[config.mk]
export PLATFORM = sky130hd
export DESIGN_NAME = frog_hop_cmd
export DESIGN_NICKNAME = d
export VERILOG_FILES = /design/src/rtl/frogger_key_pkg.sv /design/src/rtl/key_debounce.sv /design/src/rtl/frog_hop_cmd.sv
export SDC_FILE = /design/constraint.sdc
export NUM_CORES = 1
export LEC_CHECK = 0
export ABC_AREA = 1
export ABC_CLOCK_PERIOD_IN_PS = 2780
export CORE_AREA = 2 2 92 94
export DETAILED_ROUTE_END_ITERATION = 16
export DIE_AREA = 0 0 94 96
export GPL_TIMING_DRIVEN = 1
export HOLD_SLACK_MARGIN = 0.15
export PLACE_DENSITY = 0.79
export SLEW_MARGIN = 5
export SYNTH_ARGS = -nofsm -noshare
export SYNTH_HDL_FRONTEND = slang
export SYNTH_HIERARCHICAL = 1
export SYNTH_SLANG_ARGS = --single-unit
[constraint.sdc]
create_clock -name frame_clk -period 2.78 [get_ports frame_clk]
set_input_delay 0.278 -clock frame_clk [delete_from_list [all_inputs] [get_ports frame_clk]]
set_output_delay 0.278 -clock frame_clk [all_outputs]
set_load 0.01 [all_outputs]
[src/rtl/frogger_key_pkg.sv]
// Shared keycode constants, hop FSM state type and direction-key decode.
// Latency: none (declarations and a combinational helper only).
// Backpressure: none; used by the hop command block and the frog mover.
package frogger_key_pkg;

  localparam logic [15:0] KEY_W    = 16'h001A;
  localparam logic [15:0] KEY_A    = 16'h0004;
  localparam logic [15:0] KEY_S    = 16'h0016;
  localparam logic [15:0] KEY_D    = 16'h0007;
  localparam logic [15:0] KEY_NONE = 16'h0000;

  // Width of the frame down-counter shared by hop, hold and repeat phases.
  localparam int CNT_W = 16;

  typedef enum logic [1:0] {
    ST_IDLE,
    ST_HOP,
    ST_HOLD,
    ST_REPEAT
  } hop_state_t;

  function automatic logic is_dir_key(input logic [15:0] k);
    return (k == KEY_W) || (k == KEY_A) || (k == KEY_S) || (k == KEY_D);
  endfunction

endpackage

[src/rtl/key_debounce.sv]
// One-frame debounce of the raw keycode; stable_key is a direction code or NONE.
// Latency: a key must be seen on two consecutive edges (one frame of history).
// Backpressure: none; glitched or non-direction codes simply read as NONE.
module key_debounce
  import frogger_key_pkg::*;
(
  input  logic        frame_clk,
  input  logic        Reset,
  input  logic [15:0] raw_keycode,
  output logic [15:0] stable_key
);

  logic [15:0] raw_q;

  // Keep last frame's raw code so a changing input can be detected.
  always_ff @(posedge frame_clk or posedge Reset) begin
    if (Reset) raw_q <= KEY_NONE;
    else       raw_q <= raw_keycode;
  end

  // A key is only trusted when it matches last frame and is a movement key.
  always_comb begin
    stable_key = KEY_NONE;
    if ((raw_keycode == raw_q) && is_dir_key(raw_q)) stable_key = raw_q;
  end

endmodule

[src/rtl/frog_hop_cmd.sv]
// Converts debounced key presses into bounded hop commands (optional auto-repeat via FROG_HOP_AUTOREPEAT_EN).
// Latency: hop driven after the second edge that sees the key; all outputs registered.
// Backpressure: none; enable low forces idle and aborts any hop in progress.
module frog_hop_cmd
  import frogger_key_pkg::*;
#(
  parameter int HOLD_FRAMES   = 20,
  parameter int REPEAT_FRAMES = 8,
  parameter int HOP_FRAMES    = 1
) (
  input  logic        frame_clk,
  input  logic        Reset,
  input  logic [15:0] raw_keycode,
  input  logic        enable,
  output logic [15:0] keycode,
  output logic        hop_pulse,
  output logic [7:0]  hop_count
);

  localparam logic [CNT_W-1:0] HOP_LOAD    = CNT_W'(HOP_FRAMES - 1);
  localparam logic [CNT_W-1:0] HOLD_LOAD   = CNT_W'(HOLD_FRAMES - 1);
  localparam logic [CNT_W-1:0] REPEAT_LOAD = CNT_W'(REPEAT_FRAMES - 1);

  logic [15:0]      stable_key;
  hop_state_t       state;
  logic [15:0]      cur_key;
  logic [CNT_W-1:0] cnt;
  logic             is_rep;   // current hop was an auto-repeat, not a fresh press

  key_debounce u_debounce (
    .frame_clk   (frame_clk),
    .Reset       (Reset),
    .raw_keycode (raw_keycode),
    .stable_key  (stable_key)
  );

  // Hop sequencer; keycode/hop_pulse are registered alongside the state.
  always_ff @(posedge frame_clk or posedge Reset) begin
    if (Reset) begin
      state     <= ST_IDLE;
      cur_key   <= KEY_NONE;
      cnt       <= '0;
      is_rep    <= 1'b0;
      keycode   <= KEY_NONE;
      hop_pulse <= 1'b0;
      hop_count <= 8'd0;
    end else begin
      hop_pulse <= 1'b0;
      if (!enable) begin
        // Abort silently; a key still held on re-enable is treated as a new press.
        state   <= ST_IDLE;
        cnt     <= '0;
        is_rep  <= 1'b0;
        keycode <= KEY_NONE;
      end else begin
        case (state)
          ST_IDLE: begin
            if (stable_key != KEY_NONE) begin
              state     <= ST_HOP;
              cur_key   <= stable_key;
              cnt       <= HOP_LOAD;
              is_rep    <= 1'b0;
              keycode   <= stable_key;
              hop_pulse <= 1'b1;
              hop_count <= hop_count + 8'd1;
            end else begin
              keycode <= KEY_NONE;
            end
          end
          ST_HOP: begin
            // Key changes mid-hop are ignored until the hop completes.
            if (cnt != '0) begin
              cnt     <= cnt - 1'b1;
              keycode <= cur_key;
            end else if (stable_key == cur_key) begin
              state   <= is_rep ? ST_REPEAT : ST_HOLD;
              cnt     <= is_rep ? REPEAT_LOAD : HOLD_LOAD;
              keycode <= KEY_NONE;
            end else begin
              state   <= ST_IDLE;
              keycode <= KEY_NONE;
            end
          end
          default: begin
            // ST_HOLD / ST_REPEAT: idle gap after a hop, or press lockout without repeat.
            keycode <= KEY_NONE;
            if (stable_key == KEY_NONE) begin
              state <= ST_IDLE;
            end else if (stable_key != cur_key) begin
              state     <= ST_HOP;
              cur_key   <= stable_key;
              cnt       <= HOP_LOAD;
              is_rep    <= 1'b0;
              keycode   <= stable_key;
              hop_pulse <= 1'b1;
              hop_count <= hop_count + 8'd1;
            end
`ifdef FROG_HOP_AUTOREPEAT_EN
            else if (cnt == '0) begin
              state     <= ST_HOP;
              cnt       <= HOP_LOAD;
              is_rep    <= 1'b1;
              keycode   <= cur_key;
              hop_pulse <= 1'b1;
              hop_count <= hop_count + 8'd1;
            end else begin
              cnt <= cnt - 1'b1;
            end
`else
            else begin
              state <= state;
            end
`endif
          end
        endcase
      end
    end
  end

endmodule

* Word level (Yosys, flattened, before mapping)
Index checks and enable logic that the tools add are counted.
** Word-level totals
- Bits in registers :: 76
- Bits of input ports :: 19
- Output and inout bits :: 25
- Word-level logic and storage cells :: 84
** Operators by class
- Add/subtract/negate cells :: 2
- Equal/unequal tests :: 19
- Muxes and demuxes :: 41
- Bitwise operators :: 1
- Reduce and logical (&&, ||, !) cells :: 13
** Operators by type and width (number)
- 2-to-1 mux 16 bit :: 15
- case mux 16 bit (2 select lines) :: 3
- equality test 16 bit :: 2
- equality test 16 x 3 -> 1 bit (second input constant) :: 2
- equality test 16 x 5 -> 1 bit (second input constant) :: 2
- nonzero test 16 bit :: 2
- 2-to-1 mux 8 bit :: 3
- zero test 16 bit :: 1
- inequality test 16 bit :: 1
- case mux 8 bit (2 select lines) :: 1
- subtractor 16 x 1 -> 16 bit (second input constant) :: 1
- 2-to-1 mux 2 bit :: 6
- 2-to-1 mux 1 bit :: 9
- adder 8 x 1 -> 8 bit (second input constant) :: 1
- AND reduction 4 bit :: 2
- inequality test 3 bit (second input constant) :: 2
- 2-to-1 mux 5 bit :: 1
- inequality test 5 x 1 -> 1 bit (second input constant) :: 1
- AND reduction 5 bit :: 1
- inequality test 2 bit (second input constant) :: 2
- inequality test 4 x 1 -> 1 bit (second input constant) :: 1
- inequality test 4 x 2 -> 1 bit (second input constant) :: 1
- inequality test 4 bit (second input constant) :: 1
- case mux 1 bit (2 select lines) :: 2
- 11 further kinds :: 13

* Logic depth before layout (Yosys ltp)
- Word-level depth :: 11
- Depth in mapped cells :: 21
- Depth with buffers taken out :: 21

* Modules after synthesis
Netlist, hierarchy kept.
** Modules (own cells, without submodules)
- frog_hop_cmd :: instances 1, cells each 487, area each 3588.4 um^2, seq. area each 1476.4 um^2
- key_debounce :: instances 1, cells each 132, area each 912.1 um^2, seq. area each 400.4 um^2

* Worst setup path before layout
No wires, ideal clock.
- Kind :: register to register
- From :: register u_debounce.raw_q[11]
- To :: register cnt[11]
- Setup time :: 120 ps
- Data arrival time :: 2025 ps
- Data required time :: 2660 ps
- Setup slack :: 635 ps
- Cell stages (with the launch flop) :: 20
- Buffers on the path :: 1
- Clock period less this slack :: 2145 ps
- Cells stage by stage :: dfrtp_1 -> nor2_1 -> nand2_1 -> nor2_1 -> nand2_1 -> nor2_2 -> nand3_2 -> nor2_1 -> inv_1 -> nand2_1 -> nand2_1 -> nor2_1 -> nand2_1 -> nor2_4 -> nand2_4 -> nand3_2 -> nand2_2 -> buf_6 -> o21ai_1 -> nand2_1
** On the way
- Word-level cells in the longest chain between the ends :: 9
- Elaborated cells between the ends (all ways) :: 19
- Those cells by class :: 11 x eq/ne; 1 x mux; 7 x reduce/logical
** RTL lines
- start: declaration :: RTL line key_debounce.sv:13 : logic [15:0] raw_q;
- start signal: assignment :: RTL line key_debounce.sv:18 : else raw_q <= raw_keycode;
- equality test 16 x 5 -> 1 bit or equality test 16 x 3 -> 1 bit (tied branches) :: RTL line frogger_key_pkg.sv:23 : return (k == KEY_W) || (k == KEY_A) || (k == KEY_S) || (k == KEY_D);
- logical OR 1 bit (3 in series) :: RTL line frogger_key_pkg.sv:23
- logical AND 1 bit * :: RTL line key_debounce.sv:24 : if ((raw_keycode == raw_q) && is_dir_key(raw_q)) stable_key = raw_q;
- 2-to-1 mux 16 bit * :: RTL line key_debounce.sv:24
- named net stable_key[0] :: RTL line frog_hop_cmd.sv:24 : logic [15:0] stable_key;
- inequality test 16 bit (tied with other cells) :: RTL line frog_hop_cmd.sv:89 : end else if (stable_key != cur_key) begin
- inequality test 4 x 1 -> 1 bit (no line) (tied with other cells)
- AND reduction 4 bit (no line) *
- end signal: assignment :: RTL line frog_hop_cmd.sv:73 : cnt <= cnt - 1'b1;
- end signal: assignment :: RTL line frog_hop_cmd.sv:77 : cnt <= is_rep ? REPEAT_LOAD : HOLD_LOAD;
- end: declaration :: RTL line frog_hop_cmd.sv:27 : logic [CNT_W-1:0] cnt;
The timed path passes the listed nets; every way through them passes the cells marked *.
A chain may end at the register's enable or synchronous reset.

* Final worst setup path
- From :: register u_debounce.raw_q[2]
- To :: register cur_key[9]
** On the way
- Word-level cells in the longest chain between the ends :: 9
- Elaborated cells between the ends (all ways) :: 21
- Those cells by class :: 8 x eq/ne; 5 x mux; 8 x reduce/logical
** RTL lines
- equality test 16 x 5 -> 1 bit or equality test 16 x 3 -> 1 bit (tied branches) :: RTL line frogger_key_pkg.sv:23
- logical OR 1 bit (3 in series) :: RTL line frogger_key_pkg.sv:23
- logical AND 1 bit * :: RTL line key_debounce.sv:24
- 2-to-1 mux 16 bit * :: RTL line key_debounce.sv:24
- named net stable_key[1] :: RTL line frog_hop_cmd.sv:24
- inequality test 16 bit (tied with other cells) :: RTL line frog_hop_cmd.sv:89
- nonzero test 2 bit (no line) (tied with other cells)
- AND reduction 5 bit (no line) *
- end signal: assignment :: RTL line frog_hop_cmd.sv:60 : cur_key <= stable_key;
- end signal: assignment :: RTL line frog_hop_cmd.sv:91 : cur_key <= stable_key;
- end: declaration :: RTL line frog_hop_cmd.sv:26 : logic [15:0] cur_key;
The timed path passes the listed nets; every way through them passes the cells marked *. The select of a mux whose other input is x is not followed.

==> impl_metrics.yaml <==
status:
  status: "complete, no violations"
detailed_routing:
  finalWirelength_mm: 10.01
  route.detailed.drc: 0
  dr.pass1.iters: 5
  drtIter0Drc: 236
  ant_nets: 0
  wl_per_cell_um: 12.74
  via_count: 3984
  drt-vias-per-instance: 5.069
placement:
  gp_routability_congestion: 0.8797
  hpwl_mm: 7.072
  io_buffers: 43
worst_hold_path:
  hold_path_class: "primary input to async pin"
logic_synthesis:
  synth-compound-area-share: 0.08869
  mappedNetlistArea_um2: 4501
  yosysTopAreaCell: "dfrtp_1"
  synth-edff-count: 0
  synth_seq_cells: 75
  netlist_instances: 619
  muxShareOfSynthArea: 0
  synthAdderAreaFrac: 0.008340
  synth_top_area_frac: 0.4170
  synth-simple-area-share: 0.3208
  synth_area_leaders: "dfrtp_1 42%, nand2_1 17%, inv_1 6.6%"
  yosysWarningCount: 6
  synth_top_family_by_area: "simple AND/OR/NAND/NOR gates"
  ys_dominant_reg_cell: "dfrtp_1"
  synthArstFlopShare: 1.000
  ys_seq_area_frac: 0.4170
  synth.distinct_cells: 35
  avgSynthCellArea_um2: 7.271
  synth_xor_xnor_area_share: 0.04476
finish:
  multi_input_area_um2: 2168
  drive_gt1_frac: 0.1439
  num_antenna_cells: 0
  seqCellArea_um2: 1877
  nFillCells: 650
  nets: 699
  syn_to_final_growth_pct: 18.79
critical_path:
  crit_required_ns: 3.06
  crit_arrival_ns: 2.80
  crit_fanout: 7
  end_kind: "flip-flop"
  critical_path_class: "flip-flop to flip-flop"
  cp-start-kind: "flip-flop"
clock_network:
  hold_buffers: 0
  clock_latency_ns: 0.36
  max-clock-path-buffers: 2
  htreeDepth: 3
  cts_sinks: 75
  cts_buffers: 9
  root_buffer: "clkbuf_8"
  path_clk_slew_ns: 0.08
  cts_tree: "done"
floorplanning:
  dieHeight_um: 96
  num_io_pins: 44
  dieArea_um2: 9024
  core_um2: 8051
  die_x_um: 94
  initial_core_util: 0.5590
  fp-row-count: 33
global_route:
  antenna_found_initial: 0
  grt_pass1_vias: 3877
  overflow: 0
  grt_use_total: 0.2430
  grt_pass1_wl_mm: 17.32
  grt_max_degree: 35
sta:
  finalSetupTns_ns: 0
  setup_violations: 0
  tightest_slew_ns: 0.7308
  period_share: 0.9053
  relSlewSlack: 0.5128
  finClkSkew_ns: 0.009964
  holdWs_ns: 0.3367
  period_minus_slack_ns: 2.517
  max_freq_mhz: 397.4
  final-hold-violation-count: 0
  slew_violations: 0
power_and_ir_drop:
  cellPowerDensity_nw_per_um2: 883.3
  p_leak_uw: 0.002854
  vdd_drop_max_mv: 0.4705
job:
  maxCapViolations: 0
-- kinds of logic after synthesis --
logic type | after synthesis
flops | 75
other cells | 1
simple gates | 332
compound gates | 67
fa+ha+maj | 3
xor+xnor | 23
buf+inv | 118
-- registers in the layout, summed over array words and instances (netlist names) --
signal,flops
cnt,16
u_debounce/raw_q,16
hop_count,8
state,2
hop_pulse,1
keycode,16
cur_key,16
-- path summary, 6_finish.rpt --
| path | start | to | slack (ns) | cells after the start |
|---|---|---|---|---|
| worst max-delay path | u_debounce/raw_q[2] | cur_key[9] | 0.26 | 19 |
| worst min-delay path | Reset | cnt[3] | 0.34 | 2 |
| worst max register to register | u_debounce/raw_q[2] | cur_key[9] | 0.26 | 19 |
| worst min register to register | cur_key[12] | cur_key[12] | 0.52 | 2 |
| max in group asynchronous | Reset | cur_key[9] | 1.85 | 3 |
| min in group frame_clk | raw_keycode[0] | u_debounce/raw_q[0] | 0.40 | 1 |
-- critical path, cell delays in order, from the launching register on --
cell and delay, ns:
dfrtp_1 0.40, inv_2 0.08, nor2_2 0.11, nor2_1 0.07, nor2_2 0.08, nand2_1 0.07, nor2_2 0.14, nand3_4 0.13
nor2_1 0.17, inv_1 0.12, nand2_1 0.07, nand2_1 0.04, nor2_1 0.09, nand2_1 0.09, nor2_4 0.17, nand3_2 0.12
nand2_4 0.17, buf_4 0.17, nand2_1 0.05, o21ai_1 0.08
-- power by group --
part / total (uW) / internal, uW / leakage (uW) / switching (uW)
logic: 2260 / 896 / 0.00179 / 1360
clock network: 885 / 457 / 0.0000974 / 428
registers: 1580 / 1340 / 0.000967 / 244
total: 4720 / 2690 / 0.00285 / 2030
-- through the flow --
stage                       util  instances  setup slack, ns  cell area, um2  power, uW
after CTS                 0.6575        785           0.2012            5294       4708
after global routing      0.6640        786         -0.05600            5346       5123
after global placement    0.6325        770        -0.004761            5092       3712
final                     0.6640        786           0.2634            5346       4722
after detailed placement  0.6325        770         -0.07700            5092       3798
after floorplan                -        629           0.6346            4538       3206
-- synth_stat cells (all sizes together) (3+ instances only) --
library cell and count:
ha 3, nand3 19, nand4 17, nor3 5, inv 93, o21ai 65, clkbuf 6, or2 3
nor2 69, buf 18, dfrtp 75, xnor2 10, nand2 216, xor2 13
-- routing by layer --
layer	track usage	wire (um)	vias to the layer above
met4	0.09420	168	0
met3	0.03915	333	15
li1	-	-	1992
met1	0.2959	4337	1880
met5	0	0	-
met2	0.4333	5174	97
-- layout by cell type (no fill, tap or decap), drive strengths merged, types with 3 or more instances in the layout --
cell type,synthesis,final
nand2,216,216
inv,93,93
dfrtp,75,75
nor2,69,69
o21ai,65,65
clkdlybuf4s50,0,43
nand3,19,19
buf,18,18
nand4,17,17
xor2,13,13
clkbuf,6,11
conb,1,11
xnor2,10,10
nor3,5,5
ha,3,3
or2,3,3
-- area by class of cell --
cell class                 instances  share of cell area
multi-input combinational        436              0.4056
sequential                        75              0.3510
timing repair buffer              61              0.1151
inverter                          94             0.06600
clock buffer                      11             0.02832
tap                              105             0.02457
clock inverter                     4            0.009361
-- what timing repair did --
item,in CTS,in global routing
buffers inserted,0,1
endpoints found under the setup margin,0,41
resized for setup,0,14
Note: power is estimated with default switching activity, not from simulation.
==> RTL edit, RTL diff (same flow settings) <==
Make the reset (`Reset`) synchronous in 2 clocked blocks.
--- a/src/rtl/key_debounce.sv
+++ b/src/rtl/key_debounce.sv
@@ -14,5 +14,5 @@
 
   // Keep last frame's raw code so a changing input can be detected.
-  always_ff @(posedge frame_clk or posedge Reset) begin
+  always_ff @(posedge frame_clk) begin
     if (Reset) raw_q <= KEY_NONE;
     else       raw_q <= raw_keycode;
--- a/src/rtl/frog_hop_cmd.sv
+++ b/src/rtl/frog_hop_cmd.sv
@@ -36,5 +36,5 @@
 
   // Hop sequencer; keycode/hop_pulse are registered alongside the state.
-  always_ff @(posedge frame_clk or posedge Reset) begin
+  always_ff @(posedge frame_clk) begin
     if (Reset) begin
       state     <= ST_IDLE;
Formal check against the unedited RTL: differs if Reset is asserted again (counterexample within 4 cycles, from zero or initial values and one cycle with Reset high); with Reset held inactive, the same outputs for 10 cycles.
==> RTL edit against the unedited design <==
- die area is the same
- setup slack gained 150 ps
- clock skew grew 1.6 ps
- sequential cell count is the same
- wire length shrank 10%
- utilization shrank 6.9 points
- synthesized area shrank 10%
- critical endpoint is now cnt[11]
- global-route usage shrank 3.2 points
- worst hold slack gained 140 ps
- cell area shrank 10%
- maximum frequency grew 6.2%
Power is not compared: it rests on default switching activity, and its combinational part moved more than twofold at a synthesized area within 25%.
==> RTL edit: results (changes against the unedited design) <==
worst_setup_path:
  critPathTopFamily: "simple AND/OR/NAND/NOR gates"
  ff2ff_path_depth: 20  # +1
  cp_max_fo: 9  # +2
  cp-startpoint: "raw_keycode[9]"
  cpMaxStageDelayCell: "clkdlybuf4s50_1"
  cp_data_arrival_time_ps: 2570  # -230 ps
  r2r_start: "u_debounce/raw_q[13]"
  r2r_setup_slack_ps: 450  # +190 ps
  setup.worst_path.class: "primary input to flop"
  slowest_delay_ps: 470  # +70 ps
  regToRegEndpoint: "cnt[11]"
synth:
  synth_cell_types: 32  # -8.6%
  synth-async-reset-ratio_pct: 0  # -100 points
  ys_seq_area_share_pct: 37.1  # -4.6 points
  synth_commonest_cells: "183 x nand2_1, 87 x nor2_1, 75 x dfxtp_1"
  synth_area_leaders: "dfxtp_1 37%, nand2_1 17%, nor2_1 8.1%"
grt:
  met3_usage_pct: 3.45  # -0.47 points
  grt_pass1_vias: 3690  # -4.8%
  grt_pass1_wl_um: 15400  # -11%
  met1_usage_pct: 24.2  # -5.4 points
  grt_start_max_net_pins: 35  # unchanged
  use_met2_pct: 39.4  # -3.9 points
  grt_util_all_layers_pct: 21.1  # -3.2 points
  antenna_found_initial: 0  # unchanged
worst_hold_path:
  min_path_type: "primary input to flop"
  hold_path_depth: 3
  min_to: "u_debounce/raw_q[15]"
detailed_routing:
  dr.pass1.iters: 5  # unchanged
  vias: 3910  # -1.9%
  detail_route.wl_per_cell_um: 11.4  # -10%
  met2WireLength_um: 4480  # -13%
  drt-initial-drc-count: 142  # -40%
  dr_wl_met3_um: 343  # +3.0%
  wl_met1_um: 4030  # -7.0%
place:
  place_ws_ps: 59.0  # +136 ps
  place_congestion: 0.871  # -1.0%
  dpl.hpwl_um: 6520  # -7.9%
  io_buffers: 43  # unchanged
outcome:
  run_status: "complete, no violations"
cells_and_area:
  drive_above_1_share_pct: 9.84  # -4.6 points
  fillers: 774  # +19%
  fin_nets: 698  # -0.14%
clocking:
  clk_pin_slew_ps: 80  # about the same
  cts_buffer_depth: 2  # unchanged
  clockRootBuffer: "clkbuf_8"
  ctsResizeCount: 0  # unchanged
sta:
  worst_pin_slew_ps: 649  # -81.7 ps
  fin_ws_ps: 411  # +148 ps
  clock-skew-final_ps: 11.5  # +1.59 ps
power:
  ir_drop_mv: 0.362
  share_comb_of_total_power_pct: 17.5
  power.internal_mw: 1.59
-- RTL edit: kinds of logic (layout without fill, tap and decap cells) --
family          Yosys count  after routing  synth area share (%)
simple gates            357            357                  38.5
buf+inv                 120            166                  12.9
flops                    75             75                  37.1
compound gates           59             59                  8.35
xor+xnor                 10             10                  2.16
fa+ha+maj                 3              3                 0.928
other cells               1             11                0.0927
-- RTL edit: layout make-up --
type	instances	area [um2]	share of cell area, %
well taps	105	131	2.74
repair buffers	62	598	12.5
clock buffers	9	124	2.59
multi-input cells	440	2060	43.0
inverters	88	330	6.89
clock inverters	7	43.8	0.914
flip-flops and latches	75	1500	31.3
-- RTL edit: through the flow --
step	hold WS (ps)	power, mW	instances	cell area, um2	utilization, %
2_1_floorplan	385	1.45	635	4080	-
3_3_place_gp	463	1.55	770	4620	57.4
3_5_place_dp	470	1.56	770	4620	57.4
4_1_cts	470	2.29	786	4790	59.5
5_1_grt	505	2.40	786	4790	59.5
6_report	475	2.28	786	4790	59.5
